<file path="config.mk">
export PLATFORM = sky130hd
export DESIGN_NAME = button_frame_sync
export DESIGN_NICKNAME = d
export VERILOG_FILES = /design/src/rtl/button_frame_sync.sv
export SDC_FILE = /design/constraint.sdc
export NUM_CORES = 1
export LEC_CHECK = 0
export CELL_PAD_IN_SITES_DETAIL_PLACEMENT = 2
export CELL_PAD_IN_SITES_GLOBAL_PLACEMENT = 2
export CORE_MARGIN = 3
export CORE_UTILIZATION = 35
export DETAILED_ROUTE_END_ITERATION = 6
export PLACE_DENSITY = 0.81
export SYNTH_ARGS = -nofsm -noshare
export SYNTH_HDL_FRONTEND = slang
export SYNTH_SLANG_ARGS = --single-unit
</file>
<file path="constraint.sdc">
create_clock -name clock -period 2.01 [get_ports clock]
set_clock_uncertainty 0.2 [all_clocks]
set_input_delay 0.3015 -clock clock [delete_from_list [all_inputs] [get_ports clock]]
set_output_delay 0.3015 -clock clock [all_outputs]
set_load 0.02 [all_outputs]
</file>
<file path="src/rtl/button_frame_sync.sv">
// button_frame_sync: synchronizes and debounces the up/down push-buttons and
// presents them to the processor IO inputs, changing only on the frame strobe.
// Each debounced up press becomes exactly one frame-long io_jump pulse; extra
// presses inside one frame are merged and counted in coalesced_count.
module button_frame_sync #(
    parameter int unsigned DEBOUNCE_CYCLES = 1000000,
    parameter int unsigned SYNC_STAGES     = 2
) (
    input  logic       clock,
    input  logic       reset,
    input  logic       up_raw,
    input  logic       down_raw,
    input  logic       screen_end,
    output logic       io_jump,
    output logic       io_down,
    output logic       up_level,
    output logic       jump_pending,
    output logic [7:0] coalesced_count
);

    localparam int unsigned CNT_W = $clog2(DEBOUNCE_CYCLES);
    localparam logic [CNT_W-1:0] CNT_LAST = CNT_W'(DEBOUNCE_CYCLES - 1);

    logic [SYNC_STAGES-1:0] r_up_sync;
    logic [SYNC_STAGES-1:0] r_dn_sync;
    logic [CNT_W-1:0]       r_up_cnt;
    logic [CNT_W-1:0]       r_dn_cnt;
    logic                   r_up_stable;
    logic                   r_dn_stable;
    logic                   r_io_jump;
    logic                   r_io_down;
    logic                   r_jump_pending;
    logic [7:0]             r_coal;

    logic w_up_sync;
    logic w_dn_sync;
    logic w_up_flip;
    logic w_dn_flip;
    logic w_rise;

    assign w_up_sync = r_up_sync[SYNC_STAGES-1];
    assign w_dn_sync = r_dn_sync[SYNC_STAGES-1];

    // A flip happens once the synchronized level has disagreed for the full window
    assign w_up_flip = (w_up_sync != r_up_stable) && (r_up_cnt == CNT_LAST);
    assign w_dn_flip = (w_dn_sync != r_dn_stable) && (r_dn_cnt == CNT_LAST);

    // Press event: stable_up is about to go 0 -> 1 on this edge
    assign w_rise = w_up_flip && w_up_sync;

    // Metastability synchronizers for both raw buttons
    always_ff @(posedge clock or negedge reset) begin
        if (!reset) begin
            r_up_sync <= '0;
            r_dn_sync <= '0;
        end else begin
            r_up_sync <= {r_up_sync[SYNC_STAGES-2:0], up_raw};
            r_dn_sync <= {r_dn_sync[SYNC_STAGES-2:0], down_raw};
        end
    end

    // Up-button debouncer: counts consecutive disagreeing cycles
    always_ff @(posedge clock or negedge reset) begin
        if (!reset) begin
            r_up_cnt    <= '0;
            r_up_stable <= 1'b0;
        end else if (w_up_sync == r_up_stable) begin
            r_up_cnt <= '0;
        end else if (w_up_flip) begin
            r_up_stable <= w_up_sync;
            r_up_cnt    <= '0;
        end else begin
            r_up_cnt <= r_up_cnt + CNT_W'(1);
        end
    end

    // Down-button debouncer: same scheme as the up button
    always_ff @(posedge clock or negedge reset) begin
        if (!reset) begin
            r_dn_cnt    <= '0;
            r_dn_stable <= 1'b0;
        end else if (w_dn_sync == r_dn_stable) begin
            r_dn_cnt <= '0;
        end else if (w_dn_flip) begin
            r_dn_stable <= w_dn_sync;
            r_dn_cnt    <= '0;
        end else begin
            r_dn_cnt <= r_dn_cnt + CNT_W'(1);
        end
    end

    // Frame-aligned presentation; a press on the frame edge rolls into the next frame
    always_ff @(posedge clock or negedge reset) begin
        if (!reset) begin
            r_io_jump      <= 1'b0;
            r_io_down      <= 1'b0;
            r_jump_pending <= 1'b0;
            r_coal         <= 8'd0;
        end else if (screen_end) begin
            r_io_jump      <= r_jump_pending;
            r_io_down      <= r_dn_stable;
            r_jump_pending <= w_rise;
        end else if (w_rise) begin
            if (r_jump_pending) begin
                if (r_coal != 8'hFF) begin
                    r_coal <= r_coal + 8'd1;
                end
            end else begin
                r_jump_pending <= 1'b1;
            end
        end
    end

    assign io_jump         = r_io_jump;
    assign io_down         = r_io_down;
    assign up_level        = r_up_stable;
    assign jump_pending    = r_jump_pending;
    assign coalesced_count = r_coal;

endmodule
</file>
==> run_results.csv, run 1 <==
group,metric,value,unit
global_route,grt_pass1_wl,16900,um
logic_synthesis,synth_compound_area_frac,0,
logic_synthesis,synth_xor_xnor_area_share,0.142,
setup_path,cp_data_arrival_time,2520,ps
global_route,grt_overflow,0,
floorplanning,initial_utilization,0.363,
global_route,grt_pass1_vias,2654,
logic_synthesis,netlist_instances,250,
setup_path,critPathTopFamily,"simple AND/OR/NAND/NOR gates",
pwr,p_sw_frac,0.264,
logic_synthesis,synth.net_count,258,
pwr,power,0.00246,W
logic_synthesis,synth_top_family_by_area,"simple AND/OR/NAND/NOR gates",
clocking,cts_made_buffers,9,
logic_synthesis,synthAdderAreaFrac,0.0142,
worst_hold_path,min_from,"r_dn_sync[0]$_DFF_PN0_",
setup_path,crit_chain,"or3b_4 > nor4b_4 > nand4_4 > nor3_4 > mux2_4",
pwr,power_density,656,mW/mm^2
final_layout,antennaDiodeCount,0,
detailed_routing,wl_per_cell,30.1,um
floorplanning,die_w,92.9,um
placement,dp_hpwl,5790,um
logic_synthesis,synth-main-ff-cell,"dfrtp_1",
timing,setup_viol,31,
floorplanning,design.core.area,0.00729,sq mm
timing,hold_violations,0,
global_route,antenna_found_initial,0,
clocking,clockRootBuffer,"clkbuf_8",
logic_synthesis,synth_cell_types,30,
setup_path,path_buf_inv,0,
timing,worst_pin_slew,508,ps
pwr,power.switching,0.000649,W
pwr,p_int,0.00181,W
logic_synthesis,synth-simple-area-share,0.268,
final_layout,regArea,0.00143,sq mm
setup_path,required,2050,ps
final_layout,layout.nets,324,
final_layout,syn_to_final_growth,41.8,%
floorplanning,rows,31,
logic_synthesis,synth.cell_area,0.00264,sq mm
timing,hold_slack,165,ps
logic_synthesis,syn_avg_cell_area,10.6,sq um
logic_synthesis,synthArstFlopShare,1.00,
logic_synthesis,synth_top_area_share,0.540,
worst_hold_path,hold_path_class,"register to register",
placement,dpl_worst_slack,-185,ps
floorplanning,die_y,92.9,um
setup_path,criticalPathCategory,"register to register",
clocking,path_clk_slew,80,ps
clocking,cts_num_sinks,57,
status,violations,"setup timing",
status,status,"finished, violations left",
final_layout,multi_input_area,0.00140,sq mm
timing,rsz0062_at_grt,"true",
pwr,p_leak,1.75,nW
setup_path,critPathMaxFanout,4,
run,cap_violations,0,
timing,fmax,0.403,GHz
pwr,sequentialPowerShare,0.480,
logic_synthesis,synthMostInstantiatedCell,"dfrtp_1",
placement,place_congestion,0.760,
logic_synthesis,ys_top_cells_by_area,"dfrtp_1 (54%), xor2_1 (10%), nor2_1 (6.8%)",
final_layout,layout-drive-gt1-share,0.299,
logic_synthesis,ys_ff_latch,57,
pwr,pwr-share-clk,0.462,
timing,finalMaxSlewViolations,0,
setup_path,worstReg2RegStart,"r_up_cnt[6]$_DFF_PN0_",
detailed_routing,drtAntennaViolNets,0,
detailed_routing,drt-total-wl,12600,um
logic_synthesis,synthMuxAreaShare,0.0256,
pwr,pwr-share-comb,0.058,
final_layout,fill_cells,756,
global_route,grt_max_degree,58,
logic_synthesis,synth_top_area_cell,"dfrtp_1",
clocking,cts_tree,"built",
timing,setup_ws,-473,ps
logic_synthesis,synth.top_cells.by_count,"dfrtp_1 (57), nor2_1 (48), xor2_1 (31)",
setup_path,cp_slowest_cell,"nor4b_4",
placement,port_buffers,16,
clocking,clkLatencyLatePin,370,ps
setup_path,worst_setup_path_start_kind,"register",
logic_synthesis,seq_area_frac_synth,0.540,
logic_synthesis,yosysWarnings,0,
detailed_routing,drc,0,
detailed_routing,firstDrtPassIters,4,
detailed_routing,vias,2377,
detailed_routing,drt_iter0_drc,193,
setup_path,crit_start,"r_up_cnt[6]$_DFF_PN0_",
logic_synthesis,synth_edf_count,0,
timing,relSlewSlack,0.660,
timing,post-route-period-util,1.24,
clocking,cts_buffer_depth,2,
pwr,ir_worst_vdd,0.000401,V
floorplanning,io-pin-count,17,
floorplanning,die_area,0.00863,sq mm
timing,period_needed,2480,ps
clocking,htree_levels,3,
detailed_routing,routed_via_density,5.66,
setup_path,cpPeakStageDelay,460,ps
final_layout,design_area,0.00375,sq mm
setup_path,end_kind,"register",
global_route,track_usage,0.272,
placement,dpl_cell_area,0.00321,sq mm
[worst paths after layout]
kind                                                   to  slack [ps]  cells past startpoint
setup / recovery           coalesced_count[1]$_DFFE_PN0P_        -470                      5
hold / removal                     r_dn_sync[1]$_DFF_PN0_         160                      0
setup reg to reg           coalesced_count[1]$_DFFE_PN0P_        -470                      5
hold reg to reg                    r_dn_sync[1]$_DFF_PN0_         160                      0
max in group asynchronous          r_dn_sync[0]$_DFF_PN0_        1020                      3
min in group asynchronous          r_dn_cnt[18]$_DFF_PN0_         280                      3
[logic make-up after synthesis]
| family | Yosys count |
|---|---|
| DFF | 57 |
| adders and majority gates | 3 |
| muxes | 6 |
| buffers and inverters | 6 |
| xor gates and xnor gates | 43 |
| and+or+nand+nor | 135 |
[state kept, by name, summed over array words and instances (netlist names)]
signal	cells
r_up_sync	2
r_dn_cnt	20
jump_pending	1
up_level	1
r_dn_sync	2
r_up_cnt	20
r_dn_stable	1
io_down	1
coalesced_count	8
io_jump	1
[power by group through the flow]
stage | Sequential (W) | Combinational [W] | Clock (W)
after floorplan | 0.00119 | 0.0000296 | 0
after global placement | 0.00119 | 0.0000988 | 0
after detailed placement | 0.00120 | 0.000105 | 0
after CTS | 0.00118 | 0.000124 | 0.00109
after global routing | 0.00118 | 0.000155 | 0.00121
final | 0.00118 | 0.000143 | 0.00114
[worst register-to-register path, stage by stage (launching register included)]
cell,delay [ps]
dfrtp_1,410
or3b_4,440
nor4b_4,460
nand4_4,240
nor3_4,290
mux2_4,340
[stage by stage]
stage | setup TNS [ps] | utilization | cells
2_1_floorplan | -222 | - | 250
3_3_place_gp | -191 | 0.440 | 396
3_5_place_dp | -1090 | 0.440 | 396
4_1_cts | -3460 | 0.490 | 416
5_1_grt | -13450 | 0.514 | 420
6_report | -10620 | 0.514 | 420
[per-layer routing]
layer	routed length (um)	part of all wire	vias up	track usage
li1	-	-	974	-
met2	6280	0.50	103	0.475
met5	0	0	-	0
met4	710	0.056	0	0.150
met1	5080	0.40	1254	0.308
met3	574	0.045	46	0.0552
[layout by cell type (no fill, tap or decap), types with 4 or more instances in the layout]
cell type	synthesis	final
dfrtp_1	57	54
nor2_1	48	44
buf_4	1	32
xor2_1	31	30
nand2_1	23	22
nand3_1	19	17
clkbuf_8	0	13
xnor2_1	12	11
clkdlybuf4s50_1	0	11
nand4_1	10	10
and3_1	9	8
dlymetal6s2s_1	0	4
[cell type report]
class / instances / share of cell area
multi-input combinational: 187 / 0.374
timing repair buffer: 58 / 0.157
tap: 99 / 0.0330
inverter: 3 / 0.00300
clock inverter: 2 / 0.00267
clock buffer: 14 / 0.0487
sequential: 57 / 0.382
[repair_timing]
| item | 4_1_cts | 5_1_grt |
|---|---|---|
| hold buffers | 1 | 0 |
| resized for setup | 24 | 24 |
| buffers inserted | 2 | 2 |
| hold endpoints to repair | 57 | 0 |
| pin swaps | 2 | 7 |
| setup endpoints to repair | 28 | 53 |
| cloned | 1 | 2 |
(Power assumes the default switching activity.)
==> inputs of run 2 (changes only) <==
==> constraint.sdc (replaced) <==
create_clock -name clock -period 2.01 [get_ports clock]
set_clock_uncertainty 0.2 [all_clocks]
set_input_delay 0.402 -clock clock [delete_from_list [all_inputs] [get_ports clock]]
set_output_delay 0.402 -clock clock [all_outputs]
set_load 0.02 [all_outputs]
==> run 2 against run 1 <==
The run still ends with setup timing left. Worst setup slack better by 150 ps. Total power decreased by 2.1%. Critical endpoint unchanged. Highest routed layer unchanged. Register-to-register slack better by 150 ps.
==> run_results.csv, run 2 (synthesized netlist as in run 1, its figures left out) <==
group,metric,value,unit
clocking,clkLatencyLatePin,360,ps
setup_path,r2r_cells,6,
detailed_routing,firstDrtPassIters,4,
floorplanning,rows,31,
setup_path,critPathMaxFanout,4,
timing,worst_pin_slew,410,ps
floorplanning,die_w,92.9,um
setup_path,crit_chain,"or3b_4 > nor4_4 > buf_4 > nand4_4 > nor3_4 > mux2_4",
clocking,cts_buffer_depth,2,
worst_hold_path,min_from,"r_up_sync[0]$_DFF_PN0_",
pwr,power_density,627,mW/mm^2
setup_path,required,2050,ps
pwr,pwr-share-clk,0.447,
detailed_routing,drtAntennaViolNets,0,
detailed_routing,drc,0,
global_route,antenna_found_initial,0,
clocking,cts_num_sinks,57,
setup_path,worst_setup_path_start_kind,"register",
final_layout,final_common_cell,"dfrtp_1",
setup_path,worstReg2RegStart,"r_up_cnt[13]$_DFF_PN0_",
final_layout,stdcell_count,423,
clocking,cts_tree,"built",
timing,fmax,0.429,GHz
timing,setup_viol,50,
timing,hold_slack,172,ps
timing,period_needed,2330,ps
status,status,"finished, violations left",
worst_hold_path,min_delay_path_depth,0,
status,violations,"setup timing",
clocking,clockRootBuffer,"clkbuf_8",
worst_hold_path,min_to,"r_up_sync[1]$_DFF_PN0_",
pwr,pwr-share-comb,0.064,
final_layout,mostFrequentLayoutCells,"dfrtp_1 (56), buf_4 (34), xor2_1 (31), nor2_1 (30), nand2_1 (21)",
clocking,path_clk_slew,80,ps
detailed_routing,drt_iter0_drc,115,
floorplanning,initial_utilization,0.363,
timing,post-route-period-util,1.16,
setup_path,cpPeakStageDelay,420,ps
final_layout,layout-drive-gt1-share,0.336,
detailed_routing,drt-total-wl,12300,um
final_layout,syn_to_final_growth,45.2,%
global_route,grt_pass1_wl,16000,um
clocking,cts_made_buffers,9,
run,cap_violations,0,
pwr,p_sw_frac,0.278,
detailed_routing,routed_via_density,5.51,
global_route,grt_pass1_vias,2613,
floorplanning,die_y,92.9,um
worst_hold_path,hold_path_class,"register to register",
placement,dp.cells,397,
global_route,grt_max_degree,58,
placement,port_buffers,16,
clocking,htree_levels,3,
timing,relSlewSlack,0.726,
global_route,grt_overflow,0,
placement,place_congestion,0.762,
floorplanning,design.core.area,0.00729,sq mm
setup_path,timing.reg2reg.setup_slack,-320,ps
pwr,sequentialPowerShare,0.489,
detailed_routing,vias,2332,
floorplanning,die_area,0.00863,sq mm
floorplanning,io-pin-count,17,
pwr,p_int,0.00174,W
setup_path,cp_slowest_cell,"or3b_4",
setup_path,criticalPathCategory,"register to register",
timing,setup_ws,-320,ps
final_layout,antennaDiodeCount,0,
global_route,track_usage,0.256,
timing,rsz0062_at_grt,"true",
setup_path,cp_data_arrival_time,2370,ps
setup_path,end_kind,"register",
detailed_routing,wl_per_cell,29.2,um
timing,hold_violations,0,
final_layout,layout.nets,327,
timing,finalMaxSlewViolations,0,
pwr,p_leak,1.77,nW
setup_path,r2r_end,"coalesced_count[1]$_DFFE_PN0P_",
placement,dp_hpwl,5110,um
pwr,power.switching,0.000669,W
pwr,ir_worst_vdd,0.000418,V
-- run 2: area by class of cell --
cell class | instances | area (sq um)
Fill cell | 730 | 3450
Multi-Input combinational cell | 187 | 1490
Sequential cell | 57 | 1430
Timing Repair Buffer | 61 | 609
Clock buffer | 11 | 151
Tap cell | 99 | 124
Clock inverter | 5 | 30.0
Inverter | 3 | 11.3
-- run 2: worst max-delay path, delay by kind of cell (launching register included) --
| kind | cells | cell delay (ps) |
|---|---|---|
| buffers and inverters | 1 | 170 |
| flip-flops | 1 | 410 |
| multiplexers | 1 | 340 |
| AND/OR/NAND/NOR | 4 | 1090 |
-- run 2: per-layer routing --
layer  vias to the layer above  track usage  routed length [um]
met4                         0        0.118                 563
li1                        986            -                   -
met3                        41       0.0512                 580
met1                      1215        0.301                5080
met5                         -            0                   0
met2                        90        0.445                6110
-- run 2: how the worst max path moves through the flow --
stage | startpoint | endpoint
global placement | r_up_cnt[12]$_DFF_PN0_ | coalesced_count[3]$_DFFE_PN0P_
detailed placement | r_up_cnt[6]$_DFF_PN0_ | coalesced_count[6]$_DFFE_PN0P_
floorplan | r_up_cnt[7]$_DFF_PN0_ | coalesced_count[1]$_DFFE_PN0P_
global route | r_up_cnt[13]$_DFF_PN0_ | coalesced_count[1]$_DFFE_PN0P_
CTS | r_up_cnt[6]$_DFF_PN0_ | coalesced_count[7]$_DFFE_PN0P_
finish | r_up_cnt[13]$_DFF_PN0_ | coalesced_count[1]$_DFFE_PN0P_
-- run 2: power by group through the flow --
| stage | registers, W | clock network (W) | logic, W |
|---|---|---|---|
| after CTS | 0.00117 | 0.00102 | 0.000127 |
| after global placement | 0.00119 | 0 | 0.0000993 |
| after floorplan | 0.00119 | 0 | 0.0000296 |
| after global routing | 0.00118 | 0.00117 | 0.000165 |
| after detailed placement | 0.00119 | 0 | 0.000103 |
| final | 0.00118 | 0.00108 | 0.000154 |
-- run 2: through the flow --
| stage | util | TNS (ps) | total power, W | instance area [sq um] | setup slack, ps |
|---|---|---|---|---|---|
| after global routing | 0.527 | -9440 | 0.00251 | 3840 | -371 |
| final | 0.527 | -7520 | 0.00241 | 3840 | -320 |
| after detailed placement | 0.441 | -941 | 0.00130 | 3210 | -160 |
| after global placement | 0.441 | -162 | 0.00129 | 3210 | -43.1 |
| after floorplan | - | -222 | 0.00122 | 2650 | -114 |
| after CTS | 0.490 | -2900 | 0.00232 | 3570 | -193 |
-- run 2: what timing repair did --
action	in CTS	in global routing
resized for setup	20	59
gates cloned	2	1
setup buffers	4	3
hold endpoints to repair	57	0
pin swaps	8	25
setup endpoints to repair	34	54
hold buffers	1	0
